===== src/rtl/symbol_packer.sv =====
// Bit-stream gearbox: packs IN_W-bit payload words into PHASES-symbol I/Q beats for the mapper.
module symbol_packer #(
  parameter int unsigned PHASES = 16,
  parameter int unsigned WIDTH  = 3,
  parameter int unsigned IN_W   = 32
) (
  input  logic                    clk_i,
  input  logic                    rst_i,
  input  logic [1:0]              modScheme_i,
  input  logic [IN_W-1:0]         data_i,
  input  logic                    valid_i,
  input  logic                    last_i,
  output logic                    ready_o,
  output logic [PHASES*WIDTH-1:0] data_i_o,
  output logic [PHASES*WIDTH-1:0] data_q_o,
  output logic                    valid_o,
  output logic                    last_o,
  input  logic                    ready_i,
  output logic                    busy_o
);

  localparam int unsigned OUT_W = PHASES * WIDTH;
  localparam int unsigned BUF_W = 2 * PHASES * WIDTH + IN_W;
  localparam int unsigned CNT_W = $clog2(BUF_W + 1);

  typedef enum logic [1:0] {
    IDLE  = 2'd0,
    RUN   = 2'd1,
    DRAIN = 2'd2
  } state_t;

  state_t           state;
  logic [1:0]       mode_r;
  logic [BUF_W-1:0] buf_r;
  logic [CNT_W-1:0] count;

  logic [CNT_W-1:0] need;
  logic [CNT_W-1:0] eff_cnt;
  logic [CNT_W-1:0] base_cnt;
  logic [CNT_W-1:0] cnt_next;
  logic [BUF_W-1:0] buf_next;
  logic             accept;
  logic             emit;
  logic             final_beat;
  logic [OUT_W-1:0] field_i;
  logic [OUT_W-1:0] field_q;

  // Bits consumed per beat for the frame's modulation (reserved code behaves as QPSK).
  always_comb begin
    need = CNT_W'(2 * PHASES);
    case (mode_r)
      2'b10:   need = CNT_W'(4 * PHASES);
      2'b11:   need = CNT_W'(6 * PHASES);
      default: need = CNT_W'(2 * PHASES);
    endcase
  end

  // Handshakes and buffer bookkeeping; in DRAIN a partial tail counts as a full beat
  // because the bits above count are always zero and form the pad.
  always_comb begin
    eff_cnt = count;
    if ((state == DRAIN) && (count != '0) && (count < need)) begin
      eff_cnt = need;
    end
    ready_o    = (state != DRAIN) && ((32'(count) + IN_W) <= BUF_W);
    accept     = valid_i & ready_o;
    emit       = (eff_cnt >= need) & (~valid_o | ready_i);
    base_cnt   = emit ? (eff_cnt - need) : eff_cnt;
    cnt_next   = accept ? (base_cnt + CNT_W'(IN_W)) : base_cnt;
    final_beat = emit && (state == DRAIN) && (base_cnt == '0);
    buf_next   = emit ? (buf_r >> need) : buf_r;
    if (accept) begin
      buf_next = buf_next | (BUF_W'(data_i) << base_cnt);
    end
  end

  // Split the head of the buffer into per-phase I (low half) and Q (high half) fields.
  always_comb begin
    field_i = '0;
    field_q = '0;
    for (int k = 0; k < PHASES; k++) begin
      case (mode_r)
        2'b10: begin
          field_i[2*k +: 2] = buf_r[4*k +: 2];
          field_q[2*k +: 2] = buf_r[4*k+2 +: 2];
        end
        2'b11: begin
          field_i[3*k +: 3] = buf_r[6*k +: 3];
          field_q[3*k +: 3] = buf_r[6*k+3 +: 3];
        end
        default: begin
          field_i[k] = buf_r[2*k];
          field_q[k] = buf_r[2*k+1];
        end
      endcase
    end
  end

  // Frame FSM, bit buffer and registered output beat.
  always_ff @(posedge clk_i or negedge rst_i) begin
    if (!rst_i) begin
      state    <= IDLE;
      mode_r   <= 2'b00;
      buf_r    <= '0;
      count    <= '0;
      data_i_o <= '0;
      data_q_o <= '0;
      valid_o  <= 1'b0;
      last_o   <= 1'b0;
    end else begin
      count <= cnt_next;
      buf_r <= buf_next;

      if (emit) begin
        data_i_o <= field_i;
        data_q_o <= field_q;
        valid_o  <= 1'b1;
        last_o   <= final_beat;
      end else if (ready_i) begin
        valid_o <= 1'b0;
        last_o  <= 1'b0;
      end

      case (state)
        IDLE: begin
          mode_r <= modScheme_i;
          if (accept) begin
            state <= last_i ? DRAIN : RUN;
          end
        end
        RUN: begin
          if (accept && last_i) begin
            state <= DRAIN;
          end
        end
        DRAIN: begin
          if (final_beat || (count == '0)) begin
            state <= IDLE;
          end
        end
        default: state <= IDLE;
      endcase
    end
  end

  assign busy_o = (state != IDLE);

endmodule


===== config.mk =====
export PLATFORM = sky130hd
export DESIGN_NAME = symbol_packer
export DESIGN_NICKNAME = d
export VERILOG_FILES = /design/src/rtl/symbol_packer.sv
export SDC_FILE = /design/constraint.sdc
export NUM_CORES = 1
export LEC_CHECK = 0
export ABC_CLOCK_PERIOD_IN_PS = 4840
export CORE_ASPECT_RATIO = 1.4
export CORE_MARGIN = 8
export CORE_UTILIZATION = 59
export DETAILED_ROUTE_END_ITERATION = 8
export PLACE_DENSITY_LB_ADDON = 0.15
export SETUP_SLACK_MARGIN = 0.3
export SYNTH_ARGS = -nofsm -noshare
export SYNTH_HDL_FRONTEND = slang
export SYNTH_SLANG_ARGS = --single-unit
export TNS_END_PERCENT = 10

===== constraint.sdc =====
create_clock -name clk_i -period 4.84 [get_ports clk_i]
set_input_delay 0.968 -clock clk_i [delete_from_list [all_inputs] [get_ports clk_i]]
set_output_delay 0.968 -clock clk_i [all_outputs]
set_load 0.005 [all_outputs]

; ---- Yosys cells after proc, flatten, opt, wreduce, memory -nomap -nowiden
; Index checks and enable logic that the tools add are counted.
; W data, S select, Z words.
[word_totals]
register_bits = 238
in_bits = 39
out_inout_bits = 100
elab_cells = 136
[op_classes]
n_addsub = 3
n_lt_le_gt_ge = 3
n_eq_ne = 8
n_shift = 2
muxes = 92
bitwise_logic = 5
n_reduce_logical = 15
[ops]
columns = operator, n
row1 = $mux W128, 2
row2 = $or A128 B128 Y128, 1
row3 = $shl A32 B8 Y128, 1
row4 = $shr A128 B8 Y128, 1
row5 = $mux W3, 22
row6 = $mux W2, 28
row7 = $mux W1, 34
row8 = $mux W8, 3
row9 = $logic_not A8 Y1, 2
row10 = $pmux W7 S2, 1
row11 = $add A8 B6 Y9 const B, 1
row12 = $le A9 B8 Y1 const B, 1
row13 = $add A8 B6 Y8 const B, 1
row14 = $ge A8 B8 Y1, 1
row15 = $lt A8 B8 Y1, 1
row16 = $reduce_bool A8 Y1, 1
row17 = $sub A8 B8 Y8, 1
row18 = $eq A2 B2 Y1 const B, 3
row19 = $logic_and A1 B1 Y1, 6
row20 = $ne A2 B2 Y1 const B, 3
row21 = $pmux W2 S3, 1
row22 = $reduce_bool A2 Y1, 2
row23 = $reduce_and A3 Y1, 1
row24 = $and A1 B1 Y1, 2
row25 = 8 further kinds, 8

; ---- Depth between registers and ports, before layout
; Gate-level depths: netlist (run 1).
[logic_depth]
word_depth = 13
mapped_depth = 17
depth_no_buf = 14

; ---- Worst setup path after synthesis (run 1)
; No wires, ideal clock.
[synth_timing]
kind = flip-flop to flip-flop
start = reg mode_r[1]
end = reg buf_r[94]
setup_ns = 0.140
arrival_ns = 3.524
required_ns = 4.700
path_slack_ns = 1.175
stages_incl_launch_ff = 17
period_less_slack_ns = 3.665
path_cell_list = dfrtp_1 clkinv_1 nor2_1 clkbuf_1 buf_1 inv_1 ha_1 fa_1 nor2_1 o21ai_0 o31ai_1 o221ai_4 or2_1 buf_4 nor2_1 a221oi_1 o211ai_1
[synth_between]
elab_chain_cells = 11
word_cells_on_any_way = 15
[synth_lines]
columns = element, line
row1 = from (decl), 33  ; logic [1:0] mode_r;
row2 = from (signal assigned), 126  ; mode_r <= modScheme_i;
row3 = $eq A2 B2 Y1, 51  ; case (mode_r)
row4 = $pmux W7 S2 (*), 51
row5 = $lt A8 B8 Y1, 62  ; if ((state == DRAIN) && (count != '0) && (count < need)) begin
row6 = $logic_and A1 B1 Y1, 62
row7 = $mux W8, 62
row8 = $ge A8 B8 Y1, 67  ; emit = (eff_cnt >= need) & (~valid_o | ready_i);
row9 = $and A1 B1 Y1, 67
row10 = $mux W8, 68  ; base_cnt = emit ? (eff_cnt - need) : eff_cnt;
row11 = $shl A32 B8 Y128, 73  ; buf_next = buf_next | (BUF_W'(data_i) << base_cnt);
row12 = $or A128 B128 Y128, 73
row13 = $mux W128 (*), 72  ; if (accept) begin
row14 = via buf_next[94], 41  ; logic [BUF_W-1:0] buf_next;
row15 = to (signal assigned), 112  ; buf_r <= buf_next;
row16 = to (decl), 34  ; logic [BUF_W-1:0] buf_r;
; The timed path passes the listed nets; every way through them passes the cells marked *.
; A chain may end at the register's enable or synchronous reset.

; ---- Worst setup path in the final report (run 1)
[layout_timing]
start = reg count[4]
end = reg buf_r[36]
[layout_between]
elab_chain_cells = 10
word_cells_on_any_way = 17
[layout_lines]
columns = element, line
row1 = from (decl), 35  ; logic [CNT_W-1:0] count;
row2 = from (signal assigned), 111  ; count <= cnt_next;
row3 = "parallel branches: the longest is 9 deep, another holds $lt A8 B8 Y1", n/a
row4 = $mux W128 (*), 72
row5 = via buf_next[36], 41
; Mark *: on every way through the listed nets, which the timed path passes.

==> results of run 1 <==
-- final timing paths --
kind	slack, ns	start	endpoint
max	0.62	count[4]$_DFF_PN0_	buf_r[36]$_DFF_PN0_
min	0.46	data_i_o[45]$_DFFE_PN0N_	data_i_o[45]$_DFFE_PN0N_
max reg2reg	0.62	count[4]$_DFF_PN0_	buf_r[36]$_DFF_PN0_
min reg2reg	0.46	data_i_o[45]$_DFFE_PN0N_	data_i_o[45]$_DFFE_PN0N_
max in group asynchronous	3.25	rst_i	data_q_o[6]$_DFFE_PN0N_
min in group asynchronous	0.54	rst_i	data_q_o[9]$_DFFE_PN0N_
-- cell families after synthesis --
group                      Yosys count
AOI/OAI and AO/OA                  593
and+or+nand+nor                    550
DFF                                238
buffers and inverters              180
muxes                              128
xor gates and xnor gates             4
adders and majority gates            4
-- sequential cells by signal, indices dropped and copies added (netlist names) --
signal and flops:
data_i_o 48, data_q_o 48, count 8, last_o 1, valid_o 1, buf_r 128
state 2, mode_r 2
-- layout make-up --
cell class                 instances  area, µm²  share of cell area
timing repair buffer             182       1730               0.101
multi-input combinational       1279       8090               0.474
clock inverter                     7        100             0.00586
sequential                       238       5960               0.349
tap                              315        394              0.0231
inverter                          23       86.3             0.00506
clock buffer                      36        716              0.0419
-- where the power goes --
part	total [mW]	switching (mW)	internal (mW)
logic	5.17	3.15	2.02
registers	3.47	0.715	2.75
clock network	1.94	0.805	1.13
total	10.6	4.67	5.90
-- layer usage --
metal	share of wire	wire (µm)
met1	0.37	20100
met2	0.46	24900
met3	0.10	5510
met4	0.066	3570
met5	0	0
-- metrics by stage --
step,hold WS (ns),util
6_report,0.463,0.692
5_1_grt,0.496,0.692
4_1_cts,0.469,0.692
3_5_place_dp,0.456,0.659
3_3_place_gp,0.450,0.659
2_1_floorplan,0.439,-
-- cell usage in the layout, fill, tap and decap left out, types with 7 or more instances in the layout --
cell,netlist,layout
sky130_fd_sc_hd__a221oi_1,8,8
sky130_fd_sc_hd__clkbuf_16,0,24
sky130_fd_sc_hd__and3_1,41,41
sky130_fd_sc_hd__nor2_1,101,100
sky130_fd_sc_hd__a32oi_1,7,7
sky130_fd_sc_hd__nand3_1,75,75
sky130_fd_sc_hd__o31ai_1,25,25
sky130_fd_sc_hd__inv_1,17,17
sky130_fd_sc_hd__o221ai_1,70,70
sky130_fd_sc_hd__mux2i_1,105,105
sky130_fd_sc_hd__mux4_2,8,8
sky130_fd_sc_hd__o21ai_0,115,115
sky130_fd_sc_hd__nand2_1,259,259
sky130_fd_sc_hd__a22oi_1,19,19
sky130_fd_sc_hd__dfrtp_1,238,234
sky130_fd_sc_hd__clkdlybuf4s50_1,0,137
sky130_fd_sc_hd__a31oi_1,12,12
sky130_fd_sc_hd__a221o_1,25,25
sky130_fd_sc_hd__mux2_2,14,14
sky130_fd_sc_hd__o21a_1,7,7
sky130_fd_sc_hd__or3_1,8,8
sky130_fd_sc_hd__nand2b_1,8,8
sky130_fd_sc_hd__clkbuf_8,0,7
sky130_fd_sc_hd__a21oi_1,129,129
sky130_fd_sc_hd__a211oi_1,40,40
sky130_fd_sc_hd__nor3_1,19,19
sky130_fd_sc_hd__buf_4,3,43
sky130_fd_sc_hd__nor2b_1,9,9
sky130_fd_sc_hd__o21ai_1,29,29
sky130_fd_sc_hd__o211ai_1,10,10
sky130_fd_sc_hd__o22ai_1,12,12
sky130_fd_sc_hd__o2bb2ai_1,7,7
-- worst max-delay path, stage by stage (launching register included) --
cell	delay, ns
sky130_fd_sc_hd__dfrtp_1	0.48
sky130_fd_sc_hd__nor4_1	0.44
sky130_fd_sc_hd__a21boi_1	0.12
sky130_fd_sc_hd__buf_4	0.20
sky130_fd_sc_hd__nand3_1	0.15
sky130_fd_sc_hd__nand2_1	0.08
sky130_fd_sc_hd__ha_1	0.28
sky130_fd_sc_hd__nor2b_1	0.16
sky130_fd_sc_hd__o21ai_1	0.37
sky130_fd_sc_hd__o2111ai_1	0.31
sky130_fd_sc_hd__o22ai_2	0.33
sky130_fd_sc_hd__nand2_1	0.23
sky130_fd_sc_hd__nor2_1	0.37
sky130_fd_sc_hd__buf_4	0.25
sky130_fd_sc_hd__nand2_2	0.14
sky130_fd_sc_hd__o221ai_1	0.22
==> results list, run 1 <==
- Before antenna repair, the detailed router went through 5 iterations.
- Synth Area per Inst: 8.71 µm²
- Largest fanout of any net on the critical path: 13
- Final Cell Area: 0.0171 mm²
- Synthesis produced 1697 cells.
- The synthesized netlist contains 86 unique library cells.
* Parity-gate share of the synthesized area counting xor and xnor cells: 0.00237
- The core region is 0.0247 mm².
* Element type at the critical path start: flip-flop
- The number of antenna diodes in the final layout is 0.
- In this run the horizontal extent of the chip is 150 µm.
- Fraction of synthesis flops using an asynchronous set or reset pin: 1.00
- Of the post-synthesis cell area, the dominant cell type holds 0.403.
- Post-Place Cells: 2037
- Maximum clock path buffer count: 3
* Post-CTS Hold Fix Bufs: 0
- Element type at the critical path end: flip-flop
- Initial Util: 0.599
- Simple-gate area share of the yosys netlist: 0.166
* Final HPWL from detailed placement: 37.6 mm
* Resized Gates After CTS: 0
- Flip-flop cell with the highest count after synthesis: sky130_fd_sc_hd__dfrtp_1
- Arrival @ worst endpoint: 4.65 ns
- The synthesized design contains 0 enable-type register cells.
- The die covers 0.0304 mm².
* Fin. Hold Viols: 0
* Number of nets in the layout: 1791
- Setup Skew: 0.0204 ns
* Area contributors post-synth: sky130_fd_sc_hd__dfrtp_1 (40%), sky130_fd_sc_hd__mux2i_1 (7.1%), sky130_fd_sc_hd__nand2_1 (6.6%)
- In the global route stage, met1 resource usage came out at 0.448.
* Antenna viol nets, final: 0
- Antenna violations before repair: 0
- Across the run, the number of max-cap violations was 0.
- In this run the worst hold path is classified as reg -> reg.
* Mapped Nets: 1740
- Count of buffers inserted at the top-level ports: 138
- Final setup slack of the worst path: 0.620 ns
* Adder-cell area share of the yosys netlist: 0.00390
- After synthesis, the share of cell area in mux cells is 0.0950.
* Most utilized layer in the global route result: met2
- Transition time at the pin with the least slew margin: 1.08 ns
- Adding up every negative setup slack in the final design gives 0 ns.
- Static timing analysis puts the maximum clock frequency at 237 MHz.
- Final GP Congestion: 1.05
* Row Count: 68
- For the worst-skew pair, the clock arrives at the later sink with an insertion delay of 0.53 ns.
* Overall power after layout: 10.6 mW
- The number of cells on the worst reg-to-reg path is 15.
- Die Height: 203 µm
* Vias in the first global route: 14100
- In this run, synthesis produced a sequential element count of 238.
- Filler cell count in the final layout: 1988
* Met2 routing resource usage after global routing: 0.541
- Number of setup violations in the final report: 0
- Final critical path time including I/O delays and setup: 4.22 ns
- Number of buffers created by CTS: 24
- After detailed routing, the number of vias per cell comes to 7.11.
- Largest area contributor in the synthesized netlist: sky130_fd_sc_hd__dfrtp_1
* Root Driver: sky130_fd_sc_hd__clkbuf_16
* Final cycle utilization of the critical path: 0.872
* Largest family of logic cells by synthesized area: compound AO/OA/AOI/OAI gates
- sky130_fd_sc_hd__nand2_1 is the most common cell in the netlist.
- Count of final max-slew check failures: 0
- Total power density per cell area: 619 mW/mm²
* Worst supply voltage drop on vdd: 847 µV
- Share of synthesized area occupied by flip-flops and latches: 0.403
* Critical path class: reg -> reg
* Drt drc: 0
- Initial drt markers: 1928
- The synthesized netlist occupies a cell area of 0.0148 mm².
* Wire length of the first global-routing pass: 84.2 mm
* Clock tree from TritonCTS: yes
- Buffers added to address setup during post-CTS repair amount to 0.
- Total I/O pin count: 139
- Wire length after detailed routing: 54.1 mm
- For this run, global-route usage on met3 was measured as 0.0634.
- Routed WL per cell: 26.0 µm
- Counting instances, the worst hold path has a depth of 2.
- Sink Count: 238
- Leftover overflow at the end of global routing: 0
- Run status: finished clean
* Number of vias in the routed layout: 14800
- Timing analysis after detailed placement gives a worst setup slack of 0.757 ns.
- Synthesis-to-layout area growth: 15.6%
- Required time at the worst-slack endpoint: 5.27 ns
* Slew headroom: 0.278
- Number of H-tree branching levels: 1
- For this design the static power due to leakage is 7.23 nW.
* Pin count of the biggest net entering global routing: 215
- Placed standard-cell area: 0.0163 mm²
- By count the netlist is led by sky130_fd_sc_hd__nand2_1 (259), sky130_fd_sc_hd__dfrtp_1 (238), sky130_fd_sc_hd__a21oi_1 (129).
* Clk slew on worst S/H paths: 0.07 ns
- Count of placed standard cells in the final layout, fillers left out: 2080
- In the global route stage, overall resource usage came out at 0.349.
- Setup repair after global routing left no endpoint under its margin.
- Layout cell share with drive strength beyond 1: 0.0827
- Syn. warnings: 0
- Area fraction in compound gates after synthesis: 0.279
No activity file was read; power rests on OpenSTA's default activity.
==> run 2, diff against run 1 <==
Settings changed: CORE_UTILIZATION 59 to 45.
==> run 2 against run 1 <==
Net effect:
- power down 1.0%
- combinational power barely moved
- critical path depth unchanged
- non-clock buffer count up 12
- via count fell by 3.4%
- final area up 1.1%
- die area rose by 28%
- core utilization down 16 points
- global-route usage shrank 7.0 points
- hold slack got worse by 0.046 ns
- count of clock-buffer cells in the layout is 1 lower
- critical path type unchanged
- critical endpoint is now buf_r[94]$_DFF_PN0_
==> results list, run 2 (synthesized netlist as in run 1, its figures left out) <==
- The run finished with clean final reports.
- The pin slew with the least headroom to its limit was 1.25 ns (+0.164 ns).
- The iteration-0 DRC count of the detailed router came to 1506 (-22%).
- Resized Gates After CTS: 0 (unchanged)
- Final cycle utilization of the critical path: 0.846 (-0.0261)
- The number of fill cells came to 3106 (+56%).
- Final HPWL from detailed placement: 39.3 mm (+4.5%)
- Antenna viol nets, final: 0 (unchanged)
* Number of buffers created by CTS: 25 (+4.2%)
- The leakage power summed over all cells came to 7.26 nW (+0.37%).
* Number of nets in the layout: 1804 (+0.73%)
- Post-CTS Hold Fix Bufs: 0 (unchanged)
- The overall via count from detail_route is 14300 (-3.4%).
- Clock latency on the worst-skew pair: 0.53 ns (about the same)
- For this design, the slowest cell found on the critical path is sky130_fd_sc_hd__fa_1.
- Worst path cell trace: nor4_1 > a21boi_1 > buf_4 > nand3_1 > nand2_1 > ha_1 > fa_1 > nor2_1 > o21ai_0 > o31ai_1 > o221ai_4 > or2_1 > nor2_1 > a221oi_1 > o211ai_1
- TritonCTS built the clock tree.
- Final GP Congestion: 0.975 (-7.5%)
- The via count of the first global-routing pass was 13700 (-2.8%).
- The number of input and output port buffers inserted came to 138 (unchanged).
* Worst slack after detailed placement: 0.763 ns (+0.00527 ns)
- The height of the die is 230 µm (+13%).
- Slowest Stage Delay on Critical Path: 0.61 ns (+0.13 ns)
- The total global routing overflow was 0 (unchanged).
- Leaving out fill and tap cells, the most frequent cells in the layout are sky130_fd_sc_hd__nand2_1 (259), sky130_fd_sc_hd__dfrtp_1 (234), sky130_fd_sc_hd__clkdlybuf4s50_1 (137).
* Max-capacitance violation count: 0 (unchanged)
- Worst Hold Class: in -> async
- Fmax achieved: 244 MHz (+3.1%)
- Clk slew on worst S/H paths: 0.07 ns (about the same)
- The data arrival time of the worst path was 4.47 ns (-0.18 ns).
* Element type at the critical path start: flip-flop
* Initial Util: 0.456 (-0.143)
- RSZ-0062 raised after global routing: no
- The placeable core region is 0.0324 mm² (+31%).
- Fin. Hold Viols: 0 (unchanged)
* Die area: 0.0390 mm² (+28%)
* Layout cell share with drive strength beyond 1: 0.0864 (+0.00367)
* Drt drc: 0 (unchanged)
- The time the worst path needs with I/O delays and setup came to 4.09 ns (-0.126 ns).
- Sink Count: 238 (unchanged)
* Element type at the critical path end: flip-flop
* Synthesis-to-layout area growth: 16.9%
- Cell occurring most often along the worst timing path: sky130_fd_sc_hd__nor2_1
- The setup slack of the worst register-to-register path came to 0.75 ns (+0.13 ns).
* Final core utilization: 0.533 (-0.159)
- The data required time of the worst path is 5.22 ns (-0.05 ns).
- Diode insertion count for antenna repair: 0 (unchanged)
- The mean routed wirelength per cell came to 25.3 µm (-2.8%).
- Register with the most flip-flops: buf_r
- Final setup slack of the worst path: 0.746 ns (+0.126 ns)
* Worst supply voltage drop on vdd: 588 µV (-31%)
- Number of H-tree branching levels: 1 (unchanged)
* Most common library cell in the layout ignoring fill and taps: sky130_fd_sc_hd__nand2_1
- The worst setup path is of the reg -> reg kind.
- Setup Skew: 0.0117 ns (-0.00875 ns)
- Largest fanout of any net on the critical path: 13 (unchanged)
* Post-CTS setup buffer count: 0 (unchanged)
* Die Span X: 169 µm (+13%)
- The number of rows in the core area was 78 (+15%).
- The wire length of the first global-routing pass is 86.1 mm (+2.3%).
- Broken down by cell family, the worst path's largest delay share belongs to simple AND/OR/NAND/NOR gates.
- Number of setup violations in the final report: 0 (unchanged)
- Wire length after detailed routing: 56.0 mm (+3.4%)
- The worst register-to-register path begins at count[4]$_DFF_PN0_.
- The flip-flop count of the largest register, all copies and words added is 128 (unchanged).
- Antenna violations before repair: 0 (unchanged)
* Count of final max-slew check failures: 0 (unchanged)
* Total negative slack for setup checks: 0 ns (unchanged)
- Via density: 6.46 (-9.1%)
- The area used by multi-input combinational logic is 0.00809 mm² (unchanged).
- The maximum number of buffers from clock root to sink came to 3 (unchanged).
* Area used by sequential logic in the layout: 0.00596 mm² (unchanged)
* Slew headroom: 0.169 (-0.109)
- Length of the first detailed-routing pass in iterations: 6 (+1)
- Pin count of the biggest net entering global routing: 237 (+10%)
* Total power density per cell area: 606 mW/mm² (-2.1%)
* GR Util All Layers: 0.279 (-0.0701)
- In this run the critical register-to-register path is captured at buf_r[94]$_DFF_PN0_.
- The largest registers in the layout are buf_r (128), data_i_o (48), data_q_o (48).
- The depth of the worst register-to-register path was 15 (unchanged).
* Total I/O pin count: 139 (unchanged)
- In this run the clock root is driven by a sky130_fd_sc_hd__clkbuf_16.
* Count of buffer and inverter cells on the critical path: 1 (-1)
[run 2: cell count changes in the layout (fill, tap and decap cells not counted)]
cell / previous run / this run
sky130_fd_sc_hd__buf_4: 43 / 55
sky130_fd_sc_hd__bufinv_16: 2 / 1
sky130_fd_sc_hd__clkbuf_1: 5 / 4
sky130_fd_sc_hd__clkbuf_16: 24 / 25
sky130_fd_sc_hd__clkbuf_8: 7 / 6
sky130_fd_sc_hd__clkinv_2: 3 / 0
sky130_fd_sc_hd__clkinv_4: 0 / 1
sky130_fd_sc_hd__clkinv_8: 1 / 0
sky130_fd_sc_hd__inv_6: 1 / 0
[run 2: stage by stage]
stage	cells	hold slack, ns	power, mW	instance area, µm²
CTS	2211	0.468	10.4	17300
floorplan	1697	0.439	6.70	14800
finish	2211	0.417	10.5	17300
global route	2211	0.485	11.1	17300
global placement	2174	0.451	8.48	16500
detailed placement	2174	0.455	8.57	16500
[run 2: cell type report]
type	instances	share of cell area
Timing Repair Buffer	194	0.105
Inverter	23	0.00500
Clock inverter	2	0.00225
Tap cell	440	0.0319
Multi-Input combinational cell	1279	0.468
Sequential cell	238	0.345
Clock buffer	35	0.0419
[run 2: worst max path at each step]
stage | to | depth (start not counted) | slack, ns | from
global route | buf_r[54]$_DFF_PN0_ | 14 | 0.46 | count[1]$_DFF_PN0_
floorplan | buf_r[94]$_DFF_PN0_ | 16 | 1.18 | mode_r[1]$_DFFE_PN0N_
CTS | count[6]$_DFF_PN0_ | 13 | 0.76 | count[4]$_DFF_PN0_
finish | buf_r[94]$_DFF_PN0_ | 15 | 0.75 | count[4]$_DFF_PN0_
detailed placement | count[6]$_DFF_PN0_ | 13 | 0.76 | count[4]$_DFF_PN0_
global placement | count[6]$_DFF_PN0_ | 13 | 0.79 | count[4]$_DFF_PN0_
[run 2: report_power, final]
| group | switching (mW) | internal [mW] |
|---|---|---|
| combinational | 3.11 | 2.03 |
| clock | 0.783 | 1.08 |
| sequential | 0.714 | 2.75 |
[run 2: metal layers]
metal	track usage	share of wire	vias up
li1	-	-	6467
met1	0.367	0.40	6953
met2	0.434	0.46	719
met3	0.0379	0.074	155
met4	0.164	0.064	0
met5	0	0	-
==> variant (config.mk and constraints of run 2) <==
The 3 states of `state_t` get a one-hot encoding in 3 bits.
--- a/src/rtl/symbol_packer.sv
+++ b/src/rtl/symbol_packer.sv
@@ -23,10 +23,10 @@
   localparam int unsigned BUF_W = 2 * PHASES * WIDTH + IN_W;
   localparam int unsigned CNT_W = $clog2(BUF_W + 1);
 
-  typedef enum logic [1:0] {
-    IDLE  = 2'd0,
-    RUN   = 2'd1,
-    DRAIN = 2'd2
+  typedef enum logic [2:0] {
+    IDLE  = 3'b001,
+    RUN   = 3'b010,
+    DRAIN = 3'b100
   } state_t;
 
   state_t           state;
Behaviour: no difference found for any inputs over 4 cycles, from zero or initial values and one cycle with rst_i low; so few cycles prove little.
==> variant against run 2 <==
- synthesized area grew 0.22%
- wire length grew 10%
- critical endpoint is now buf_r[25]
- power grew 0.17%
- cell count grew 1.3%
- worst setup slack lost 0.32 ns
- design area grew 1.3%
- synthesized cell count grew 0.65%
- core utilization grew 0.71 points
- sequential cell count grew 1
==> variant: results (changes against run 2) <==
grt_use_met3: 0.0516  # +0.0137
wl_met2_um: 28200  # +9.7%
route.met3.wl_um: 4520  # +8.4%
gp_congestion: 1.01  # +3.5%
drive_above_1_share: 0.0983  # +0.0119
dr_total_vias: 14700  # +2.8%
ys_types: 85  # -1.2%
dr.pass1.iters: 7  # +1
drtIter0Drc: 1603  # +6.4%
grt_pass1_vias: 14400  # +4.8%
wl_per_cell_um: 27.6  # +8.9%
run_status: "finished, final reports clean"
hold_path.class: "input port to async pin"
hpwlAfterDp_um: 44900  # +14%
grt_use_met1: 0.369  # +0.00278
nNetsFinal: 1826  # +1.2%
wl_met1_um: 23500  # +4.3%
dp_slack_ns: 0.320  # -0.443 ns
synth_seq_area_share: 0.404  # +0.000889
ir_drop_mv: 0.717  # +22%
dp.cells: 2196  # +1.0%
startpoint: "count[3]"
p_leak_nw: 7.00  # -3.5%
cts_made_buffers: 25  # unchanged
synthTopCellsByCount: "nand2_1 (259), dfrtp_1 (238), o21ai_0 (158)"
ctsResizeCount: 0  # unchanged
instances_no_fill: 2240  # +1.3%
top_layer_used: "met4"
skew_ns: 0.0161  # +0.00442 ns
grt_use_total: 0.312  # +0.0324
avgSynthCellArea_um2: 8.67  # -0.43%
worstMarginPinSlew_ns: 1.17  # -0.0767 ns
critPathArrivalTime_ns: 4.87  # +0.40 ns
worstPathMaxFanout: 12  # -1
use_met2: 0.495  # +0.0601
clk_latency_ns: 0.55  # +0.02 ns
synth.area.top_cells: "dfrtp_1 (40%), mux2i_1 (6.9%), nand2_1 (6.6%), o21ai_0 (5.3%), nor2_1 (3.4%)"
-- variant: changes by cell type after synthesis, moves of 17 or more --
cell	before	now
and3_1	41	9
nor2_1	101	133
buf_2	48	23
o221ai_1	70	53
a21oi_1	129	94
a22oi_1	19	55
o211ai_1	10	29
nor3b_1	0	31
clkbuf_1	92	111
o21ai_0	115	158
nand3_1	75	37
a221oi_1	8	30
-- variant: worst paths after layout --
check | endpoint | slack, ns | cells past startpoint
max reg2reg | buf_r[25] | 0.43 | 13
max | buf_r[25] | 0.43 | 13
min reg2reg | data_q_o[0] | 0.47 | 2
min | data_q_o[15] | 0.46 | 1
max in group asynchronous | data_q_o[6] | 3.30 | 2
min in group clk_i | data_q_o[0] | 0.47 | 2
-- variant: layout make-up --
type                       instances  area (um^2)
tap                              440          551
inverter                          23         86.3
fill                            3046        14900
clock inverter                    12          143
timing repair buffer             197         1870
clock buffer                      32          702
multi-input combinational       1297         8160
sequential                       239         5990
-- variant: logic make-up (layout without fill, tap and decap cells) --
family          after synthesis  in the layout  synth area share
xor+xnor                      4              4           0.00237
buf+inv                     172            264            0.0468
flops                       239            239             0.404
simple gates                523            523             0.157
mux                         130            130            0.0902
fa+ha+maj                     4              4           0.00389
compound gates              636            636             0.296
-- variant: critical path: stages (launching register included) --
cell      delay, ns
dfrtp_1        0.49
or4_4          0.62
o21a_1         0.25
nand3_1        0.17
nand2_1        0.10
ha_1           0.31
nand2b_1       0.11
a31o_2         0.29
a21o_4         0.25
a31oi_4        0.32
inv_2          0.15
nor3_4         0.57
nand2_2        0.40
o221ai_1       0.27
-- variant: power by group --
group	switching [mW]	internal, mW
clock network	0.832	1.18
registers	0.711	2.71
logic	3.10	1.95
